## src/rtl/memory_stage_if.sv

```systemverilog
// ----------------------------------------------------------------------------
// memory_stage_if
//
// Half-word SRAM bus between the pipeline memory stage and the external
// 16-bit SRAM.
//
//   sramAddress      18  half-word address            (master -> slave)
//   sramDataOut      16  write data                   (master -> slave)
//   sramDataOe        1  master drives the data bus   (master -> slave)
//   sramWriteEnableN  1  active-low write strobe      (master -> slave)
//   sramDataIn       16  read data                    (slave  -> master)
//
// master: the memory stage.  slave: the SRAM (or its model).
// ----------------------------------------------------------------------------
interface memory_stage_if;
    logic [17:0] sramAddress;
    logic [15:0] sramDataOut;
    logic        sramDataOe;
    logic        sramWriteEnableN;
    logic [15:0] sramDataIn;

    modport master (
        output sramAddress,
        output sramDataOut,
        output sramDataOe,
        output sramWriteEnableN,
        input  sramDataIn
    );

    modport slave (
        input  sramAddress,
        input  sramDataOut,
        input  sramDataOe,
        input  sramWriteEnableN,
        output sramDataIn
    );
endinterface

```

## src/rtl/memory_stage.sv

```systemverilog
// ----------------------------------------------------------------------------
// memory_stage
//
// Memory-access stage of the five-stage pipeline.  Loads and stores a 32-bit
// word as two half-word accesses (low half, then high half) on a 16-bit SRAM,
// each half holding the bus for WAIT_CYCLES cycles.  While an access is in
// flight `ready` is low so the hazard logic freezes every upstream stage.
//
// Ports
//   clk, rst                 clock, asynchronous active-high reset
//   writebackEnabled         in  : from execution-stage register
//   memoryReadEnabled        in  : load request
//   memoryWriteEnabled       in  : store request
//   aluResult                in  : byte address for loads/stores, else result
//   valRm                    in  : store data
//   destination              in  : destination register index
//   writebackEnabledOut      out : gated by ready
//   memoryReadEnabledOut     out : gated by ready
//   aluResultOut             out : pass-through
//   memoryData               out : last assembled load word
//   destinationOut           out : pass-through
//   ready                    out : 0 = freeze the pipeline
//   sram                     SRAM bus (master side)
// ----------------------------------------------------------------------------
module memory_stage #(
    parameter int unsigned WAIT_CYCLES  = 2,
    parameter int unsigned BASE_ADDRESS = 1024
) (
    input  logic                  clk,
    input  logic                  rst,
    input  logic                  writebackEnabled,
    input  logic                  memoryReadEnabled,
    input  logic                  memoryWriteEnabled,
    input  logic [31:0]           aluResult,
    input  logic [31:0]           valRm,
    input  logic [3:0]            destination,
    output logic                  writebackEnabledOut,
    output logic                  memoryReadEnabledOut,
    output logic [31:0]           aluResultOut,
    output logic [31:0]           memoryData,
    output logic [3:0]            destinationOut,
    output logic                  ready,
    memory_stage_if.master        sram
);

    localparam logic [1:0] ST_IDLE = 2'd0;
    localparam logic [1:0] ST_LOW  = 2'd1;
    localparam logic [1:0] ST_HIGH = 2'd2;
    localparam logic [1:0] ST_DONE = 2'd3;

    localparam int CNT_W = ($clog2(WAIT_CYCLES) > 2) ? $clog2(WAIT_CYCLES) : 2;
    localparam logic [CNT_W-1:0] CNT_LAST = CNT_W'(WAIT_CYCLES - 1);

    logic [1:0]       state_q, state_d;
    logic [CNT_W-1:0] cnt_q, cnt_d;
    logic [31:0]      read_data_q, read_data_d;

    logic             req_s;
    logic             is_read_s;
    logic             is_write_s;
    logic [16:0]      word_index_s;
    logic [1:0]       phase_s;
    logic [CNT_W-1:0] phase_cnt_s;
    logic             last_s;
    logic             write_phase_s;

    // Request decode; a read wins when both enables are set.
    assign req_s        = memoryReadEnabled | memoryWriteEnabled;
    assign is_read_s    = memoryReadEnabled;
    assign is_write_s   = memoryWriteEnabled & ~memoryReadEnabled;
    assign word_index_s = 17'((aluResult - BASE_ADDRESS) >> 2);

    // Effective bus phase: the IDLE cycle in which a request is first seen is
    // already the first LOW cycle, so a half-word occupies exactly
    // WAIT_CYCLES cycles and the access has no dead bus cycle up front.
    // Reset suppresses it so the bus is released immediately.
    always_comb begin
        if ((state_q == ST_IDLE) && req_s && !rst) begin
            phase_s     = ST_LOW;
            phase_cnt_s = '0;
        end else begin
            phase_s     = state_q;
            phase_cnt_s = cnt_q;
        end
    end

    assign last_s = (phase_cnt_s == CNT_LAST);

    // Next-state, phase counter and load-word capture.
    always_comb begin
        state_d     = state_q;
        cnt_d       = cnt_q;
        read_data_d = read_data_q;
        case (phase_s)
            ST_LOW, ST_HIGH: begin
                if (last_s) begin
                    cnt_d   = '0;
                    state_d = (phase_s == ST_LOW) ? ST_HIGH : ST_DONE;
                    if (is_read_s) begin
                        if (phase_s == ST_LOW) begin
                            read_data_d[15:0] = sram.sramDataIn;
                        end else begin
                            read_data_d[31:16] = sram.sramDataIn;
                        end
                    end else begin
                        read_data_d = read_data_q;
                    end
                end else begin
                    cnt_d   = phase_cnt_s + {{(CNT_W-1){1'b0}}, 1'b1};
                    state_d = phase_s;
                end
            end
            // DONE returns to IDLE without looking at req: the inputs still
            // belong to the access that has just completed.
            ST_DONE: begin
                state_d = ST_IDLE;
                cnt_d   = '0;
            end
            default: begin
                state_d = ST_IDLE;
                cnt_d   = '0;
            end
        endcase
    end

    // State registers with asynchronous reset.
    always_ff @(posedge clk or posedge rst) begin
        if (rst) begin
            state_q     <= ST_IDLE;
            cnt_q       <= '0;
            read_data_q <= 32'd0;
        end else begin
            state_q     <= state_d;
            cnt_q       <= cnt_d;
            read_data_q <= read_data_d;
        end
    end

    // ready: high when idle with no request, and for the single DONE cycle.
    always_comb begin
        if (state_q == ST_DONE) begin
            ready = 1'b1;
        end else if (state_q == ST_IDLE) begin
            ready = ~req_s;
        end else begin
            ready = 1'b0;
        end
    end

    assign write_phase_s = is_write_s & ((phase_s == ST_LOW) | (phase_s == ST_HIGH));

    // SRAM bus drive.
    always_comb begin
        case (phase_s)
            ST_LOW:  sram.sramAddress = {word_index_s, 1'b0};
            ST_HIGH: sram.sramAddress = {word_index_s, 1'b1};
            default: sram.sramAddress = 18'd0;
        endcase
        if (write_phase_s) begin
            sram.sramDataOe       = 1'b1;
            sram.sramWriteEnableN = 1'b0;
            sram.sramDataOut      = (phase_s == ST_HIGH) ? valRm[31:16] : valRm[15:0];
        end else begin
            sram.sramDataOe       = 1'b0;
            sram.sramWriteEnableN = 1'b1;
            sram.sramDataOut      = 16'd0;
        end
    end

    assign writebackEnabledOut  = writebackEnabled & ready;
    assign memoryReadEnabledOut = memoryReadEnabled & ready;
    assign aluResultOut         = aluResult;
    assign destinationOut       = destination;
    assign memoryData           = read_data_q;

endmodule

```

## src/flat_wrapper.sv

```systemverilog
// flat-port wrapper written by rule: the top's interface ports become plain ports
module memory_stage_flat 
#(
    parameter int unsigned WAIT_CYCLES  = 2,
    parameter int unsigned BASE_ADDRESS = 1024
)
  (clk, rst, writebackEnabled, memoryReadEnabled, memoryWriteEnabled, aluResult, valRm, destination, writebackEnabledOut, memoryReadEnabledOut, aluResultOut, memoryData, destinationOut, ready, sram_sramAddress, sram_sramDataOut, sram_sramDataOe, sram_sramWriteEnableN, sram_sramDataIn);
  memory_stage_if sram_i ();
  input  logic clk;
  input  logic rst;
  input  logic writebackEnabled;
  input  logic memoryReadEnabled;
  input  logic memoryWriteEnabled;
  input  logic [31:0] aluResult;
  input  logic [31:0] valRm;
  input  logic [3:0] destination;
  output logic writebackEnabledOut;
  output logic memoryReadEnabledOut;
  output logic [31:0] aluResultOut;
  output logic [31:0] memoryData;
  output logic [3:0] destinationOut;
  output logic ready;
  output wire logic [$bits(sram_i.sramAddress)-1:0] sram_sramAddress;
  output wire logic [$bits(sram_i.sramDataOut)-1:0] sram_sramDataOut;
  output wire logic [$bits(sram_i.sramDataOe)-1:0] sram_sramDataOe;
  output wire logic [$bits(sram_i.sramWriteEnableN)-1:0] sram_sramWriteEnableN;
  input wire logic [$bits(sram_i.sramDataIn)-1:0] sram_sramDataIn;
  assign sram_sramAddress = sram_i.sramAddress;
  assign sram_sramDataOut = sram_i.sramDataOut;
  assign sram_sramDataOe = sram_i.sramDataOe;
  assign sram_sramWriteEnableN = sram_i.sramWriteEnableN;
  assign sram_i.sramDataIn = sram_sramDataIn;
  memory_stage #(.WAIT_CYCLES(WAIT_CYCLES), .BASE_ADDRESS(BASE_ADDRESS)) u_core (.clk(clk), .rst(rst), .writebackEnabled(writebackEnabled), .memoryReadEnabled(memoryReadEnabled), .memoryWriteEnabled(memoryWriteEnabled), .aluResult(aluResult), .valRm(valRm), .destination(destination), .writebackEnabledOut(writebackEnabledOut), .memoryReadEnabledOut(memoryReadEnabledOut), .aluResultOut(aluResultOut), .memoryData(memoryData), .destinationOut(destinationOut), .ready(ready), .sram(sram_i));
endmodule
```

## config.mk

```make
export PLATFORM = sky130hd
export DESIGN_NAME = memory_stage_flat
export DESIGN_NICKNAME = d
export VERILOG_FILES = /design/src/rtl/memory_stage_if.sv /design/src/rtl/memory_stage.sv /design/src/flat_wrapper.sv
export SDC_FILE = /design/constraint.sdc
export NUM_CORES = 1
export LEC_CHECK = 0
export CAP_MARGIN = 0
export CORE_ASPECT_RATIO = 0.75
export CORE_MARGIN = 2
export CORE_UTILIZATION = 29
export CTS_BUF_LIST = sky130_fd_sc_hd__clkbuf_8
export CTS_CLUSTER_SIZE = 12
export DETAILED_ROUTE_END_ITERATION = 10
export PLACE_DENSITY_LB_ADDON = 0.3
export SYNTH_ARGS = -nofsm -noshare
export SYNTH_HDL_FRONTEND = slang
export SYNTH_SLANG_ARGS = --single-unit
```

## constraint.sdc

```tcl
create_clock -name clk -period 2.3 [get_ports clk]
set_input_delay 0.46 -clock clk [delete_from_list [all_inputs] [get_ports clk]]
set_output_delay 0.46 -clock clk [all_outputs]
set_load 0.02 [all_outputs]
```

==> run_results.csv <==
group,metric,value,unit
cells_and_area,nNetsFinal,466,
logic_synthesis,synth.distinct_cells,30,
timing,period_share,99.6,%
worst_setup_path,crit_path_end_kind,"primary output",
logic_synthesis,synthMuxAreaShare,17.2,%
cts,clkSinkCount,36,
placement,place_area,3790,um^2
placement,gp_congestion,0.766,
cells_and_area,post-route-util,54.2,%
worst_setup_path,crit_end,"sram_sramAddress[17]",
cts,cts_buffers,5,
worst_setup_path,cp_common_cell,"or4_4",
route,viasPerCell,4.41,
cts,cts_tree,"done",
worst_setup_path,start_kind,"primary input",
route,ant_nets,0,
logic_synthesis,synthAdderAreaFrac,0.579,%
worst_setup_path,crit_type,"in2out",
job,cap_violations,0,
cells_and_area,postLayoutCellArea,3940,um^2
logic_synthesis,seq_area_frac_synth,41.7,%
logic_synthesis,ys_async_sr_fraction,100,%
cells_and_area,area_delta_synth_final,82.4,%
floorplan,pin_count,196,
cells_and_area,antenna_cells,0,
logic_synthesis,postSynthAreaPerCell,9.64,um^2
cells_and_area,drive_above_1_share,36.7,%
logic_synthesis,synthCells,224,
placement,portBuffers,157,
status,outcome,"finished clean",
timing,setup_viol_count_final,0,
worst_setup_path,crit_required,1.84,ns
timing,fmax,436,MHz
cells_and_area,multi_input_area,1040,um^2
floorplan,core,7260,um^2
grt,grt_first_pass_wirelength,10.1,mm
power_and_ir_drop,leakage,1.76,nW
timing,clock_skew,0.00755,ns
grt,first_global_vias,2071,
route,drc,0,
logic_synthesis,yosysWarningCount,0,
logic_synthesis,synth-seq-cells,36,
timing,finalHoldViolCount,0,
timing,period_needed,2.29,ns
power_and_ir_drop,p_total,0.00407,W
route,wl,6.49,mm
grt,grt.total_usage,15.1,%
grt,overflow,0,
power_and_ir_drop,peakVddDrop,0.428,mV
logic_synthesis,synth_enable_flop_cells,0,
route,wire_per_inst,13.6,um
worst_setup_path,crit_slowest_cell,"or4_4",
cts,cts_root_buf,"clkbuf_8",
logic_synthesis,synth_nets,314,
logic_synthesis,synth-xor-area-share,0.406,%
worst_setup_path,crit_arrival,1.83,ns
cells_and_area,num-fill-cells,658,
timing,tns,0,ns
worst_setup_path,cpPeakStageDelay,0.53,ns
worst_setup_path,r2r-end,"u_core.memoryData[19]",
floorplan,dieHeight,78.7,um
timing,maxSlewViolCount,0,
grt,antenna_found_initial,0,
placement,place_hpwl,4.89,mm
route,vias,2104,
logic_synthesis,synth_top_area_share,41.7,%
floorplan,rows,27,
route,drt-pass1-iter-count,4,
cts,clock_path_buffers,2,
worst_hold_path,hp-class,"in2async",
floorplan,initial_core_util,29.7,%
logic_synthesis,synth_area_leaders,"dfrtp_1 42%, mux2_2 17%, buf_4 13%",
worst_setup_path,crit_chain,"buf_6 -> or4_4 -> or4_4 -> a21oi_2 -> buf_4",
logic_synthesis,synth_compound_area_share,9.85,%
logic_synthesis,synthFlopType,"dfrtp_1",
worst_setup_path,r2r-start,"u_core.state_q[0]",
worst_setup_path,rrSetupSlack,0.55,ns
cts,cts_hold_buf,0,
logic_synthesis,ys_top_cells_by_count,"36 x buf_4, 36 x dfrtp_1, 34 x nand2_1, 33 x mux2_2, 23 x a21oi_1",
cells_and_area,seq_area,901,um^2
floorplan,die-width,104,um
logic_synthesis,syn_area,2160,um^2
cts,htree_levels,2,
logic_synthesis,synth_top_family_by_area,"multiplexers",
logic_synthesis,synth_top_cell_by_area,"dfrtp_1",
worst_setup_path,crit_start,"aluResult[16]",
cts,clk_pin_slew,0.07,ns
timing,worst_pin_slew,0.443,ns
grt,grt_start_max_net_pins,37,
timing,slew_headroom,70.4,%
floorplan,design.die.area,8160,um^2
timing,fin_ws,0.00820,ns
power_and_ir_drop,p_per_area,1030,nW/um^2
placement,place_ws,-0.896,ns
cts,clock_latency,0.27,ns
route,drt_iter0_drc,36,
worst_setup_path,reg2regPathDepth,6,
logic_synthesis,synthSimpleGateAreaFrac,15.2,%
worst_setup_path,path_max_fanout,3,
[power breakdown]
group / internal (W) / total [W] / switching [W]
sequential: 0.000939 / 0.00109 / 0.000149
combinational: 0.00131 / 0.00258 / 0.00127
clock: 0.000201 / 0.000402 / 0.000201
total: 0.00245 / 0.00407 / 0.00162
[cells in the final DEF, fill, tap and decap left out, types with 2 or more instances in the layout]
master | netlist | routed
buf_6 | 0 | 8
buf_2 | 2 | 17
inv_2 | 0 | 2
clkbuf_2 | 0 | 3
clkinv_2 | 0 | 2
mux2_2 | 33 | 33
and2_1 | 8 | 8
nand2b_1 | 6 | 5
inv_1 | 6 | 3
clkdlybuf4s15_2 | 0 | 4
dlygate4sd2_1 | 0 | 3
dfrtp_1 | 36 | 36
clkbuf_8 | 0 | 5
a21oi_1 | 23 | 16
a21oi_2 | 0 | 6
clkdlybuf4s50_1 | 0 | 108
buf_4 | 36 | 36
buf_12 | 0 | 3
or4_4 | 1 | 3
dlymetal6s2s_1 | 0 | 4
o21ai_0 | 4 | 4
nand2_1 | 34 | 34
or3_4 | 0 | 4
nor2_1 | 8 | 8
[worst max-delay path, delay by kind of cell]
family	cells	cell delay, ns
compound gates	1	0.16
buf+inv	2	0.24
simple gates	2	0.96
[cell type report]
type,instances,share of cell area (%)
timing repair buffer,188,44.7
multi-input combinational,138,26.4
sequential,36,22.9
tap,101,3.21
clock buffer,5,1.75
inverter,7,0.858
clock inverter,2,0.222
[sequential cells by signal, indices dropped and copies added, names as in the netlist]
register	count
u_core.cnt_q	2
u_core.state_q	2
u_core.memoryData	32
[metrics by stage]
step | instances | hold WS (ns)
2_1_floorplan | 224 | 0.429
3_3_place_gp | 463 | 0.489
6_report | 477 | 0.397
4_1_cts | 473 | 0.510
5_1_grt | 477 | 0.426
3_5_place_dp | 463 | 0.494
[worst min-delay path by stage]
stage / start / endpoint / slack, ns
final: rst / u_core.memoryData[31] / 0.40
after global routing: rst / u_core.memoryData[16] / 0.43
after CTS: u_core.memoryData[16] / u_core.memoryData[16] / 0.51
after detailed placement: u_core.memoryData[16] / u_core.memoryData[16] / 0.49
after global placement: u_core.memoryData[17] / u_core.memoryData[17] / 0.49
after floorplan: rst / u_core.cnt_q[0] / 0.43
[timing repair]
item | in CTS | in global routing
gates resized for setup | 186 | 32
buffers inserted | 2 | 4
pin swaps | 8 | 6
gates cloned | 1 | 0
setup endpoints to repair | 39 | 25
[layer usage]
layer	share of wire (%)	vias to the layer above	global-route usage, %	routed length [um]
li1	-	1036	-	-
met1	42	980	17.6	2740
met2	48	86	25.9	3130
met3	9.2	2	6.16	595
met4	0.52	0	4.19	34
met5	0	-	0	0
[logic make-up after synthesis]
logic type,after synthesis
flops,36
compound gates,36
xor+xnor,1
simple gates,67
fa+ha+maj,1
buf+inv,50
mux,33
Power figures use the tool's default switching activity.
